$ cat src/rtl/adder_ctrl_pkg.sv
// Shared definitions for the shared-adder controller.
//   WIDTH_DEF : default operand/sum width per beat
//   state_e   : controller state (idle between bursts, or inside a burst)
//   REQ0/REQ1 : requester indices as carried on res_id and the grant register
package adder_ctrl_pkg;

  localparam int unsigned WIDTH_DEF = 8;

  typedef enum logic [0:0] {
    ST_IDLE  = 1'b0,
    ST_BURST = 1'b1
  } state_e;

  localparam logic REQ0 = 1'b0;
  localparam logic REQ1 = 1'b1;

endpackage

$ cat src/rtl/rr_arb2.sv
// Two-way round-robin pick, purely combinational.
//   req0, req1 : request lines
//   ptr        : priority pointer, REQ0 prefers requester 0 when both request
//   pick       : chosen requester index (REQ0 when nothing requests)
//   any        : at least one request present
module rr_arb2
  import adder_ctrl_pkg::*;
(
  input  logic req0,
  input  logic req1,
  input  logic ptr,
  output logic pick,
  output logic any
);

  always_comb begin
    any  = req0 | req1;
    pick = REQ0;
    if (req0 && req1) begin
      pick = ptr;
    end else if (req1) begin
      pick = REQ1;
    end
  end

endmodule

$ cat src/rtl/adder_share_ctrl.sv
// Shares one WIDTH-bit adder between two requesters issuing multi-beat adds.
// Beats are LSB-first and the carry chains across beats of a burst. A burst keeps
// its grant until the last beat; bursts are arbitrated round-robin. Results leave
// through a single registered valid/ready stage.
//   clk, rst                : clock, synchronous active-high reset
//   r0_* / r1_*             : requester beat channels (valid/ready, a, b, last)
//   res_valid / res_ready   : result handshake
//   res_sum, res_cout       : beat sum and carry out
//   res_id, res_last        : owning requester and its last flag
//   busy                    : inside a burst or holding a result
module adder_share_ctrl
  import adder_ctrl_pkg::*;
#(
  parameter int unsigned WIDTH = WIDTH_DEF
) (
  input  logic             clk,
  input  logic             rst,
  input  logic             r0_valid,
  output logic             r0_ready,
  input  logic [WIDTH-1:0] r0_a,
  input  logic [WIDTH-1:0] r0_b,
  input  logic             r0_last,
  input  logic             r1_valid,
  output logic             r1_ready,
  input  logic [WIDTH-1:0] r1_a,
  input  logic [WIDTH-1:0] r1_b,
  input  logic             r1_last,
  output logic             res_valid,
  input  logic             res_ready,
  output logic [WIDTH-1:0] res_sum,
  output logic             res_cout,
  output logic             res_id,
  output logic             res_last,
  output logic             busy
);

  state_e state_q, state_d;

  logic             gnt_q;
  logic             ptr_q;
  logic             carry_q;
  logic             res_valid_q;
  logic [WIDTH-1:0] res_sum_q;
  logic             res_cout_q;
  logic             res_id_q;
  logic             res_last_q;

  logic             slot_free;
  logic             arb_pick;
  logic             arb_any;
  logic             sel;
  logic             sel_last;
  logic             accept;
  logic             cin;
  logic [WIDTH-1:0] sel_a;
  logic [WIDTH-1:0] sel_b;
  logic [WIDTH:0]   sum_full;

  rr_arb2 u_arb (
    .req0 (r0_valid),
    .req1 (r1_valid),
    .ptr  (ptr_q),
    .pick (arb_pick),
    .any  (arb_any)
  );

  // A beat may enter only when the result slot is empty or draining this cycle.
  assign slot_free = !res_valid_q || res_ready;

  // Owner of the adder this cycle: the burst holder, otherwise the arbiter's pick.
  always_comb begin
    sel      = (state_q == ST_BURST) ? gnt_q : arb_pick;
    sel_a    = (sel == REQ1) ? r1_a    : r0_a;
    sel_b    = (sel == REQ1) ? r1_b    : r0_b;
    sel_last = (sel == REQ1) ? r1_last : r0_last;
    cin      = (state_q == ST_BURST) ? carry_q : 1'b0;
    sum_full = {1'b0, sel_a} + {1'b0, sel_b} + {{WIDTH{1'b0}}, cin};
    accept   = (sel == REQ1) ? (r1_valid && r1_ready) : (r0_valid && r0_ready);
  end

  // State register.
  always_ff @(posedge clk) begin
    if (rst) begin
      state_q <= ST_IDLE;
    end else begin
      state_q <= state_d;
    end
  end

  // Next state: each accepted beat either closes the burst or keeps it open.
  always_comb begin
    state_d = state_q;
    if (accept) begin
      state_d = sel_last ? ST_IDLE : ST_BURST;
    end
  end

  // Outputs of the FSM: readys and busy.
  always_comb begin
    r0_ready = 1'b0;
    r1_ready = 1'b0;
    busy     = 1'b0;
    if (!rst) begin
      unique case (state_q)
        ST_IDLE: begin
          r0_ready = slot_free && arb_any && (arb_pick == REQ0);
          r1_ready = slot_free && arb_any && (arb_pick == REQ1);
        end
        ST_BURST: begin
          // Non-owner stays blocked even if the owner has gone quiet.
          r0_ready = slot_free && (gnt_q == REQ0);
          r1_ready = slot_free && (gnt_q == REQ1);
        end
        default: ;
      endcase
      busy = (state_q == ST_BURST) || res_valid_q;
    end
  end

  // Grant, priority, carry and the result stage.
  always_ff @(posedge clk) begin
    if (rst) begin
      gnt_q       <= REQ0;
      ptr_q       <= REQ0;
      carry_q     <= 1'b0;
      res_valid_q <= 1'b0;
      res_sum_q   <= '0;
      res_cout_q  <= 1'b0;
      res_id_q    <= REQ0;
      res_last_q  <= 1'b0;
    end else if (accept) begin
      res_valid_q <= 1'b1;
      res_sum_q   <= sum_full[WIDTH-1:0];
      res_cout_q  <= sum_full[WIDTH];
      res_id_q    <= sel;
      res_last_q  <= sel_last;
      if (sel_last) begin
        carry_q <= 1'b0;
        ptr_q   <= ~sel;
      end else begin
        gnt_q   <= sel;
        carry_q <= sum_full[WIDTH];
      end
    end else if (res_ready) begin
      res_valid_q <= 1'b0;
    end
  end

  assign res_valid = res_valid_q;
  assign res_sum   = res_sum_q;
  assign res_cout  = res_cout_q;
  assign res_id    = res_id_q;
  assign res_last  = res_last_q;

endmodule

$ cat config.mk
export PLATFORM = sky130hd
export DESIGN_NAME = adder_share_ctrl
export DESIGN_NICKNAME = d
export VERILOG_FILES = /design/src/rtl/adder_ctrl_pkg.sv /design/src/rtl/rr_arb2.sv /design/src/rtl/adder_share_ctrl.sv
export SDC_FILE = /design/constraint.sdc
export NUM_CORES = 1
export LEC_CHECK = 0
export ABC_CLOCK_PERIOD_IN_PS = 3250
export BUFFER_PORTS_ARGS = -buffer_cell sky130_fd_sc_hd__buf_2
export CELL_PAD_IN_SITES_DETAIL_PLACEMENT = 2
export CELL_PAD_IN_SITES_GLOBAL_PLACEMENT = 2
export CORE_ASPECT_RATIO = 1.25
export CORE_MARGIN = 2
export CORE_UTILIZATION = 23
export DETAILED_ROUTE_END_ITERATION = 6
export GPL_TIMING_DRIVEN = 0
export PLACE_DENSITY = 0.7
export SLEW_MARGIN = 5
export SYNTH_ARGS = -nofsm -noshare
export SYNTH_HDL_FRONTEND = slang
export SYNTH_SLANG_ARGS = --single-unit
$ cat constraint.sdc
create_clock -name clk -period 3.25 [get_ports clk]
set_clock_uncertainty 0.1 [all_clocks]
set_input_delay 0.65 -clock clk [delete_from_list [all_inputs] [get_ports clk]]
set_output_delay 0.65 -clock clk [all_outputs]
set_load 0.01 [all_outputs]
# Word level (Yosys, flattened, before mapping)
# Cells that the tools add are included.
[classes]
n_addsub = 2
muxes = 17
bitwise_logic = 6
reduce_logical = 14
[op_table]
columns = ["operator", "count"]
rows = [
  ["$mux W8", 2],
  ["$mux W1", 13],
  ["$add A8 B8 Y9", 1],
  ["$add A9 B1 Y9", 1],
  ["$logic_and A1 B1 Y1", 8],
  ["$not A1 Y1", 5],
  ["$pmux W1 S2", 2],
  ["$reduce_and A2 Y1", 2],
  ["$logic_or A1 B1 Y1", 2],
  ["$reduce_bool A2 Y1", 1],
  ["$logic_not A1 Y1", 1],
  ["$or A1 B1 Y1", 1],
]
[totals]
reg_bits = 16
in_bits = 39
out_inout_bits = 15
elab_cells = 48

# Depth between registers and ports, before layout
# Gate-level depths: netlist of the first run.
[logic_depth]
word_depth = 9
mapped_depth = 13
mapped_depth_nobuf = 11

# Modules after synthesis
# From an unflattened synthesis of the first run, not the netlist that was laid out.
[unflattened]
cells_unflattened = 167
area_unflattened_um2 = 1211.2
[by_module_without_submodules]
columns = ["mod", "n_inst", "cells_per_inst", "area_per_inst_um2", "seq_area_each_um2"]
rows = [
  ["adder_share_ctrl", 1, 164, 1193.6, 320.3],
  ["rr_arb2", 1, 3, 17.5, 0.0],
]

# Least setup slack after synthesis of the first run
# Ideal clock, no wire load.
[synth_timing]
path_kind = "in2reg"
start = "input port r0_valid"
end = "register res_cout_q (netlist: res_cout)"
setup_ns = 0.129
arrival_time_ns = 3.098
t_required_ns = 3.021
slack_ns = -0.077
cell_stages = 12
path_buffers = 1
cell_sequence = "nor2b_1 o31ai_2 buf_2 mux2i_1 fa_1 inv_1 fa_1 a211oi_1 o21bai_1 a21o_1 a31oi_1 a211oi_1"
[synth_between]
elab_chain_cells = 8
word_cells_on_any_way = 19
classes_between = "add/sub (2); mux (9); bitwise (2); reduce/logical (6)"
[synth_rtl]
columns = ["item", "line_no", "rtl"]
rows = [
  ["from (decl)", "adder_share_ctrl.sv:18", "input logic r0_valid,"],
  ["parallel branches: the longest is 8 deep, another holds $add A8 B8 Y9", "-", ""],
  ["to (signal assigned)", "adder_share_ctrl.sv:134", "res_cout_q <= sum_full[WIDTH];"],
  ["to (decl)", "adder_share_ctrl.sv:44", "logic res_cout_q;"],
]
# Parallel ways; which one is timed is not known.
# A chain may end at the register's enable or synchronous reset.

# Worst setup path after layout of the first run
# Same ends and word-level chain as after synthesis.

==> results.cfg, run 1 <==
[worst_setup_path]
required_ns = 3.27
arrival_ns = 3.20
critical_path_class = primary input to flop
critPathCaptureType = flop
cp-start-kind = primary input
critPathMaxFanout = 4
rrSetupSlack_ns = 0.22

[synth]
yosys_register_bits = 16
synth_top_area_share_pct = 27.0
synthArstFlopShare_pct = 0
synth_area_leader_cell = dfxtp_1
synth_nets = 182
yosysMostFrequentCell = dfxtp_1
syn_inst = 134
synth_common_cells = dfxtp_1 (16), mux2_2 (14), nor2_1 (12)
yosysUniqueCellTypes = 31
syn_avg_cell_area_um2 = 8.86
synth_edf_count = 0
synth_area_um2 = 1190
synthFlopType = dfxtp_1
synth_area_leaders = dfxtp_1 (27%), mux2_2 (13%), ha_1 (7.4%), a211oi_1 (5.1%), o21ai_0 (4.2%)
synth_seq_area_share_pct = 27.0
synth-warning-count = 0

[timing]
rsz0062_at_grt = yes
setup-violations-final = 0
relSlewSlack_pct = 67.4
fin_tns_setup_ns = 0
tightest_slew_ns = 0.490
slew_viol_final = 0
clock.fmax_mhz = 315
period_minus_slack_ns = 3.18
hold_viol = 0
fin_crit_sh_pct = 97.7

[clocking]
cts_buffers = 3
clk_pin_slew_ns = 0.07
htree_levels = 1
clock_path_buffers = 2
cts_tree = built
cts_root_buf = clkbuf_8
clkLatencyLatePin_ns = 0.25
cts_sinks = 16

[routing]
antenna_left = 0
wirelength_um = 3920
drt-initial-drc-count = 19
wire_per_inst_um = 15.2
vias = 1244
drc = 0
via_per_inst = 4.84
firstDrtPassIters = 4

[grt]
grt_usage_pct = 14.1
grt_start_max_net_pins = 11
grt_overflow = 0
grt_pass1_wl_um = 6330
grt_pass1_vias = 1385
antenna_found_initial = 0

[floorplan]
die-height_um = 84.3
floorplan.initialDensity_pct = 23.5
row_count = 29
die-area_um2 = 5760
io_pins = 54
core_area_um2 = 5040
die_width_um = 68.3

[placed_design]
io_buffers = 52
place_hpwl_um = 3110
placedInstanceArea_um2 = 1540
place_congestion = 0.783

[layout]
fillers = 574
antenna_cells = 0
drive_gt1_share_pct = 47.2
area_delta_synth_final_pct = 43.4
finalNetCount = 244
fin_area_um2 = 1700

[job]
max-cap-violations = 0

[power]
power.density_nw_per_um2 = 430
p_leak_uw = 0.000773
max-vdd-ir-drop_mv = 0.148

[worst_hold_path]
holdCritPathClass = flop to flop

[outcome]
status = finished clean
routing by layer:
layer / wire length, um / vias to the layer above / global-route usage, % / part of all wire (%)
met5: 0 / - / 0 / 0
met4: 56 / 0 / 4.91 / 1.4
met3: 160 / 4 / 1.88 / 4.1
met2: 2160 / 38 / 27.1 / 55
met1: 1540 / 598 / 14.8 / 39
li1: - / 604 / - / -
placed cells by master (no fill, tap or decap), drive strengths merged, types with 2 or more instances in the layout:
cell,count
clkbuf,6
o21bai,2
nand2,8
ha,7
buf,63
a21o,4
mux2i,4
fa,2
nand3b,4
xor2,2
o31ai,4
mux2,14
nor2b,5
o21ai,10
xnor2,2
nand2b,3
a21oi,7
inv,4
nor2,12
dfxtp,16
a211oi,8
worst max-delay path: stages:
cell	delay, ns
buf_8	0.10
nor2b_4	0.12
o31ai_4	0.32
buf_6	0.19
mux2i_4	0.23
fa_2	0.24
inv_2	0.05
fa_2	0.41
a211oi_2	0.23
o21bai_1	0.12
a21o_1	0.22
a31oi_4	0.21
a211oi_2	0.09
final timing paths:
| check | startpoint | to | depth (start not counted) |
|---|---|---|---|
| worst max-delay path | r0_valid | res_cout$_SDFFE_PP0P_ | 13 |
| worst min-delay path | res_sum[1]$_SDFFE_PP0P_ | res_sum[1]$_SDFFE_PP0P_ | 2 |
| worst max register to register | state_q$_SDFFE_PP0P_ | res_cout$_SDFFE_PP0P_ | 11 |
| worst min register to register | res_sum[1]$_SDFFE_PP0P_ | res_sum[1]$_SDFFE_PP0P_ | 2 |
stage by stage:
step | instances | utilization [%] | hold slack, ns | total power, uW | setup slack, ns
CTS | 254 | 32.6 | 0.377 | 728 | 0.0182
detailed placement | 248 | 30.5 | 0.367 | 526 | -0.645
floorplan | 134 | - | 0.359 | 430 | 0.0410
global route | 257 | 33.8 | 0.392 | 785 | -0.0277
global placement | 248 | 30.5 | 0.349 | 511 | -0.551
finish | 257 | 33.8 | 0.366 | 732 | 0.0732
cell families (layout without fill, tap and decap cells):
kind of cell / Yosys count / count (layout) / share of synthesized area, %
DFF: 16 / 16 / 27.0
AOI/OAI and AO/OA: 42 / 42 / 23.7
muxes: 18 / 18 / 16.6
and+or+nand+nor: 33 / 33 / 13.6
adders and majority gates: 9 / 9 / 10.7
buffers and inverters: 12 / 73 / 5.37
xor gates and xnor gates: 4 / 4 / 2.95
sequential cells by signal, indices dropped and copies added (netlist names):
register and cells:
state_q 1, res_valid 1, gnt_q 1, carry_q 1, res_sum 8, res_last 1
res_cout 1, res_id 1, ptr_q 1
repair_timing:
item,CTS,global route
setup endpoints to repair,4,4
hold buffers,0,0
endpoints found under the hold margin,0,0
gates resized for setup,5,10
pin swaps,1,8
buffers inserted,3,3
power by group:
group	internal [uW]	switching [uW]
Clock	108	74.4
Sequential	222	16.8
Combinational	155	156
layout make-up:
| cell class | instances | area, um^2 | share of cell area [%] |
|---|---|---|---|
| Clock buffer | 4 | 55.1 | 3.23 |
| Multi-Input combinational cell | 106 | 866 | 50.8 |
| Timing Repair Buffer | 58 | 315 | 18.5 |
| Buffer | 7 | 53.8 | 3.16 |
| Sequential cell | 16 | 320 | 18.8 |
| Tap cell | 62 | 77.6 | 4.56 |
| Inverter | 4 | 15.0 | 0.882 |
No activity file was read; power rests on OpenSTA's default activity.
==> inputs of run 2 (changes only) <==
- CELL_PAD_IN_SITES_DETAIL_PLACEMENT: 2 -> default
- CELL_PAD_IN_SITES_GLOBAL_PLACEMENT: 2 -> default
- CORE_UTILIZATION: 23 -> 37
- PLACE_DENSITY: 0.7 -> 0.64
==> results.cfg, run 2 (synthesis results as in run 1) <==
[layout]
post_layout_nonfiller_instances = 231
drive_gt1_share_pct = 45.4
layout_common_cells = buf_2 (53), dfxtp_1 (16), mux2_2 (14)
final_common_cell = buf_2
largest_reg_flops = 8
finalNetCount = 244
area_delta_synth_final_pct = 38.9
antenna_cells = 0
final_util_pct = 52.6

[placed_design]
place_hpwl_um = 2340
dp.cells = 223
io_buffers = 52
pre_cts_slack_ns = -0.545
place_congestion = 0.811

[routing]
vias = 1204
m1WireLength_um = 1240
firstDrtPassIters = 4
met3WireLength_um = 161
wirelength_um = 3000
top_layer_used = met4
drt-initial-drc-count = 25
wire_per_inst_um = 13.0
met2WireLength_um = 1520
drc = 0
antenna_left = 0
via_per_inst = 5.21

[power]
p_leak_uw = 0.000756
max-vdd-ir-drop_mv = 0.208
power.density_nw_per_um2 = 417

[worst_setup_path]
critPathBufInv = 3
r2r-end = res_cout$_SDFFE_PP0P_
crit_path_end = res_cout$_SDFFE_PP0P_
critical_path_class = primary input to flop
cp-start-kind = primary input
crit-reg2reg-launch = state_q$_SDFFE_PP0P_
arrival_ns = 3.19
reg2reg_depth = 12
critPathLaunch = r0_valid
critPathMaxFanout = 4
required_ns = 3.27
cpMostUsedCell = fa_2
cp.depth = 13
slowest_delay_ns = 0.37
critical_path.top_delay_family = compound AO/OA/AOI/OAI gates
cp_slowest_cell = fa_2
worstPathCellList = buf_2, nor2b_1, o31ai_4, buf_6, mux2i_4, fa_2, inv_1, fa_2, a211oi_2, o21bai_1, a21o_1, a31oi_4, a211oi_1
critPathCaptureType = flop
rrSetupSlack_ns = 0.19

[floorplan]
floorplan.initialDensity_pct = 37.9
die_width_um = 54.7
die-height_um = 67.3
io_pins = 54
core_area_um2 = 3140
row_count = 23
die-area_um2 = 3680

[grt]
grt_pass1_vias = 1168
grt_pass1_wl_um = 4850
antenna_found_initial = 0
grt_overflow = 0
grt_usage_pct = 17.7
grt_start_max_net_pins = 11

[clocking]
cts_tree = built
clock_path_buffers = 2
cts_root_buf = clkbuf_8
clkLatencyLatePin_ns = 0.25
cts_sinks = 16
htree_levels = 1
clk_pin_slew_ns = 0.06
cts_buffers = 3

[timing]
rsz0062_at_grt = yes
relSlewSlack_pct = 67.4
period_minus_slack_ns = 3.17
hold_viol = 0
slew_viol_final = 0
fin_tns_setup_ns = 0
setup-violations-final = 0
clock.fmax_mhz = 315
tightest_slew_ns = 0.490
finalWorstSetupSlack_ns = 0.0800
fin_crit_sh_pct = 97.5

[outcome]
status = finished clean

[worst_hold_path]
holdCritPathClass = flop to flop

[job]
max-cap-violations = 0
==> run 2: changes by cell type in the layout (fill, tap and decap cells not counted), sizes merged <==
cell and change:
buf -1
==> run 2: repair_timing <==
action	in CTS	in global routing
pin swaps	1	3
hold buffers	0	0
setup buffers	3	2
endpoints found under the setup margin	4	3
resized for setup	4	7
gates cloned	0	0
==> run 2: stage by stage <==
step | instance area, um^2 | hold WS, ns | power [uW]
2_1_floorplan | 1200 | 0.359 | 430
3_5_place_dp | 1510 | 0.358 | 514
5_1_grt | 1650 | 0.383 | 737
6_report | 1650 | 0.359 | 687
3_3_place_gp | 1510 | 0.346 | 504
4_1_cts | 1590 | 0.366 | 670
==> run 2: how the worst min path moves through the flow <==
| stage | cells after the start | to | slack (ns) | from |
|---|---|---|---|---|
| after floorplan | 2 | carry_q$_SDFFE_PP0P_ | 0.36 | carry_q$_SDFFE_PP0P_ |
| after global placement | 2 | res_sum[1]$_SDFFE_PP0P_ | 0.35 | res_sum[1]$_SDFFE_PP0P_ |
| after detailed placement | 2 | res_sum[1]$_SDFFE_PP0P_ | 0.36 | res_sum[1]$_SDFFE_PP0P_ |
| after CTS | 2 | res_sum[1]$_SDFFE_PP0P_ | 0.37 | res_sum[1]$_SDFFE_PP0P_ |
| after global routing | 2 | res_sum[4]$_SDFFE_PP0P_ | 0.38 | res_sum[4]$_SDFFE_PP0P_ |
| final | 2 | res_sum[1]$_SDFFE_PP0P_ | 0.36 | res_sum[1]$_SDFFE_PP0P_ |
==> run 2: worst min-delay path: stages (launching register included) <==
cell and delay [ns]:
dfxtp_1 0.31, nand2_1 0.05, a21oi_1 0.06
==> run 2: routing by layer <==
layer | GRT usage, % | vias to the layer above
met5 | 0 | -
met4 | 8.13 | 0
met3 | 2.21 | 10
met2 | 32.1 | 44
met1 | 19.7 | 545
li1 | - | 605
==> run 2: area by class of cell <==
class	count	area [um^2]
Buffer	8	61.3
Clock buffer	3	41.3
Fill cell	315	1490
Inverter	4	15.0
Multi-Input combinational cell	106	867
Sequential cell	16	320
Tap cell	37	46.3
Timing Repair Buffer	57	298
==> run 2: power breakdown <==
group	leakage, uW	total [uW]	internal, uW	switching, uW
sequential	0.000132	236	222	13.6
combinational	0.000603	304	153	151
clock	0.0000216	147	82.2	65.2
total	0.000756	687	457	230
==> inputs of run 3 (changes only) <==
- MAX_ROUTING_LAYER: default -> met4
==> results.cfg, run 3 (synthesis results as in run 1) <==
[grt]
grt_pass1_vias = 1170
grt_pass1_wl_um = 4860
grt_overflow = 0
grt_start_max_net_pins = 11
grt_usage_pct = 18.3
antenna_found_initial = 0

[power]
power.density_nw_per_um2 = 417
p_leak_uw = 0.000756
max-vdd-ir-drop_mv = 0.206

[layout]
drive_gt1_share_pct = 45.4
final_common_cell = buf_2
fillers = 315
post_layout_nonfiller_instances = 231
layout_common_cells = buf_2 (53), dfxtp_1 (16), mux2_2 (14)
layout.area.seq_um2 = 320
area_delta_synth_final_pct = 38.9
multi_input_area_um2 = 867
final_util_pct = 52.6
largest_reg_flops = 8
finalNetCount = 244
antenna_cells = 0

[worst_setup_path]
reg2reg_depth = 12
critPathCaptureType = flop
required_ns = 3.27
critical_path_class = primary input to flop
arrival_ns = 3.20
cp-start-kind = primary input
crit_path_end = res_cout$_SDFFE_PP0P_
r2r-end = res_cout$_SDFFE_PP0P_
critPathLaunch = r0_valid
crit-reg2reg-launch = state_q$_SDFFE_PP0P_
critPathMaxFanout = 4
rrSetupSlack_ns = 0.18

[timing]
slew_viol_final = 0
rsz0062_at_grt = yes
clock.fmax_mhz = 315
fin_tns_setup_ns = 0
hold_viol = 0
tightest_slew_ns = 0.482
period_minus_slack_ns = 3.18
fin_crit_sh_pct = 97.8
setup-violations-final = 0
relSlewSlack_pct = 67.9

[floorplan]
row_count = 23
die-area_um2 = 3680
floorplan.initialDensity_pct = 37.9
io_pins = 54
die-height_um = 67.3
core_area_um2 = 3140
die_width_um = 54.7

[clocking]
postCtsHoldBufs = 0
htree_levels = 1
clkLatencyLatePin_ns = 0.25
cts_buffers = 3
cts_sinks = 16
cts_root_buf = clkbuf_8
clk_pin_slew_ns = 0.06
clock_path_buffers = 2
cts_tree = built

[routing]
drt-initial-drc-count = 16
drc = 0
firstDrtPassIters = 4
wire_per_inst_um = 12.9
via_per_inst = 5.19
wirelength_um = 2990
antenna_left = 0
vias = 1200

[placed_design]
place_congestion = 0.823
place_hpwl_um = 2340
dp.cells = 223
io_buffers = 52

[job]
max-cap-violations = 0

[outcome]
status = finished clean

[worst_hold_path]
holdCritPathClass = flop to flop
## run 3: cell counts in the layout (fill, tap and decap cells not counted)
No cell type changed its count.
## run 3: how the worst min path moves through the flow
stage                                 start  slack (ns)  depth (start not counted)                 endpoint
floorplan              carry_q$_SDFFE_PP0P_        0.36                          2     carry_q$_SDFFE_PP0P_
global placement    res_sum[1]$_SDFFE_PP0P_        0.35                          2  res_sum[1]$_SDFFE_PP0P_
detailed placement  res_sum[1]$_SDFFE_PP0P_        0.36                          2  res_sum[1]$_SDFFE_PP0P_
CTS                 res_sum[1]$_SDFFE_PP0P_        0.37                          2  res_sum[1]$_SDFFE_PP0P_
global route        res_sum[4]$_SDFFE_PP0P_        0.38                          2  res_sum[4]$_SDFFE_PP0P_
finish              res_sum[1]$_SDFFE_PP0P_        0.36                          2  res_sum[1]$_SDFFE_PP0P_
## run 3: routing by layer
layer,vias up,GRT usage (%),wire length [um]
li1,606,-,-
met1,542,19.8,1230
met2,42,32.1,1530
met3,10,2.21,153
met4,0,8.13,70
met5,-,-,0
## run 3: area by class of cell
class / instances / area share, %
clock buffers: 3 / 2.50
plain buffers: 8 / 3.72
repair buffers: 57 / 18.1
multi-input cells: 106 / 52.6
inverters: 4 / 0.910
flip-flops and latches: 16 / 19.4
well taps: 37 / 2.81
## run 3: per-stage QoR
| step | hold slack [ns] | cell area, um^2 | total power, uW | setup WS, ns |
|---|---|---|---|---|
| 6_report | 0.359 | 1650 | 687 | 0.0709 |
| 5_1_grt | 0.383 | 1650 | 737 | -0.0122 |
| 3_3_place_gp | 0.346 | 1510 | 504 | -0.497 |
| 4_1_cts | 0.366 | 1590 | 670 | 0.0429 |
| 3_5_place_dp | 0.358 | 1510 | 514 | -0.545 |
| 2_1_floorplan | 0.359 | 1200 | 430 | 0.0410 |
## run 3: worst max-delay path, stage by stage
cell      delay [ns]
buf_2           0.12
nor2b_1         0.15
o31ai_4         0.35
buf_6           0.19
mux2i_4         0.23
fa_2            0.24
inv_1           0.06
fa_2            0.37
a211oi_2        0.23
o21bai_1        0.11
a21o_1          0.21
a31oi_4         0.20
a211oi_1        0.09
## run 3: timing repair
| action | 4_1_cts | 5_1_grt |
|---|---|---|
| gates resized for setup | 4 | 7 |
| endpoints found under the setup margin | 4 | 3 |
| pin swaps | 1 | 3 |
| setup buffers | 3 | 2 |
## run 3: power breakdown
group	switching [uW]	internal, uW	leakage (uW)
clock network	65.1	82.2	0.0000216
registers	13.4	222	0.000132
logic	151	153	0.000603
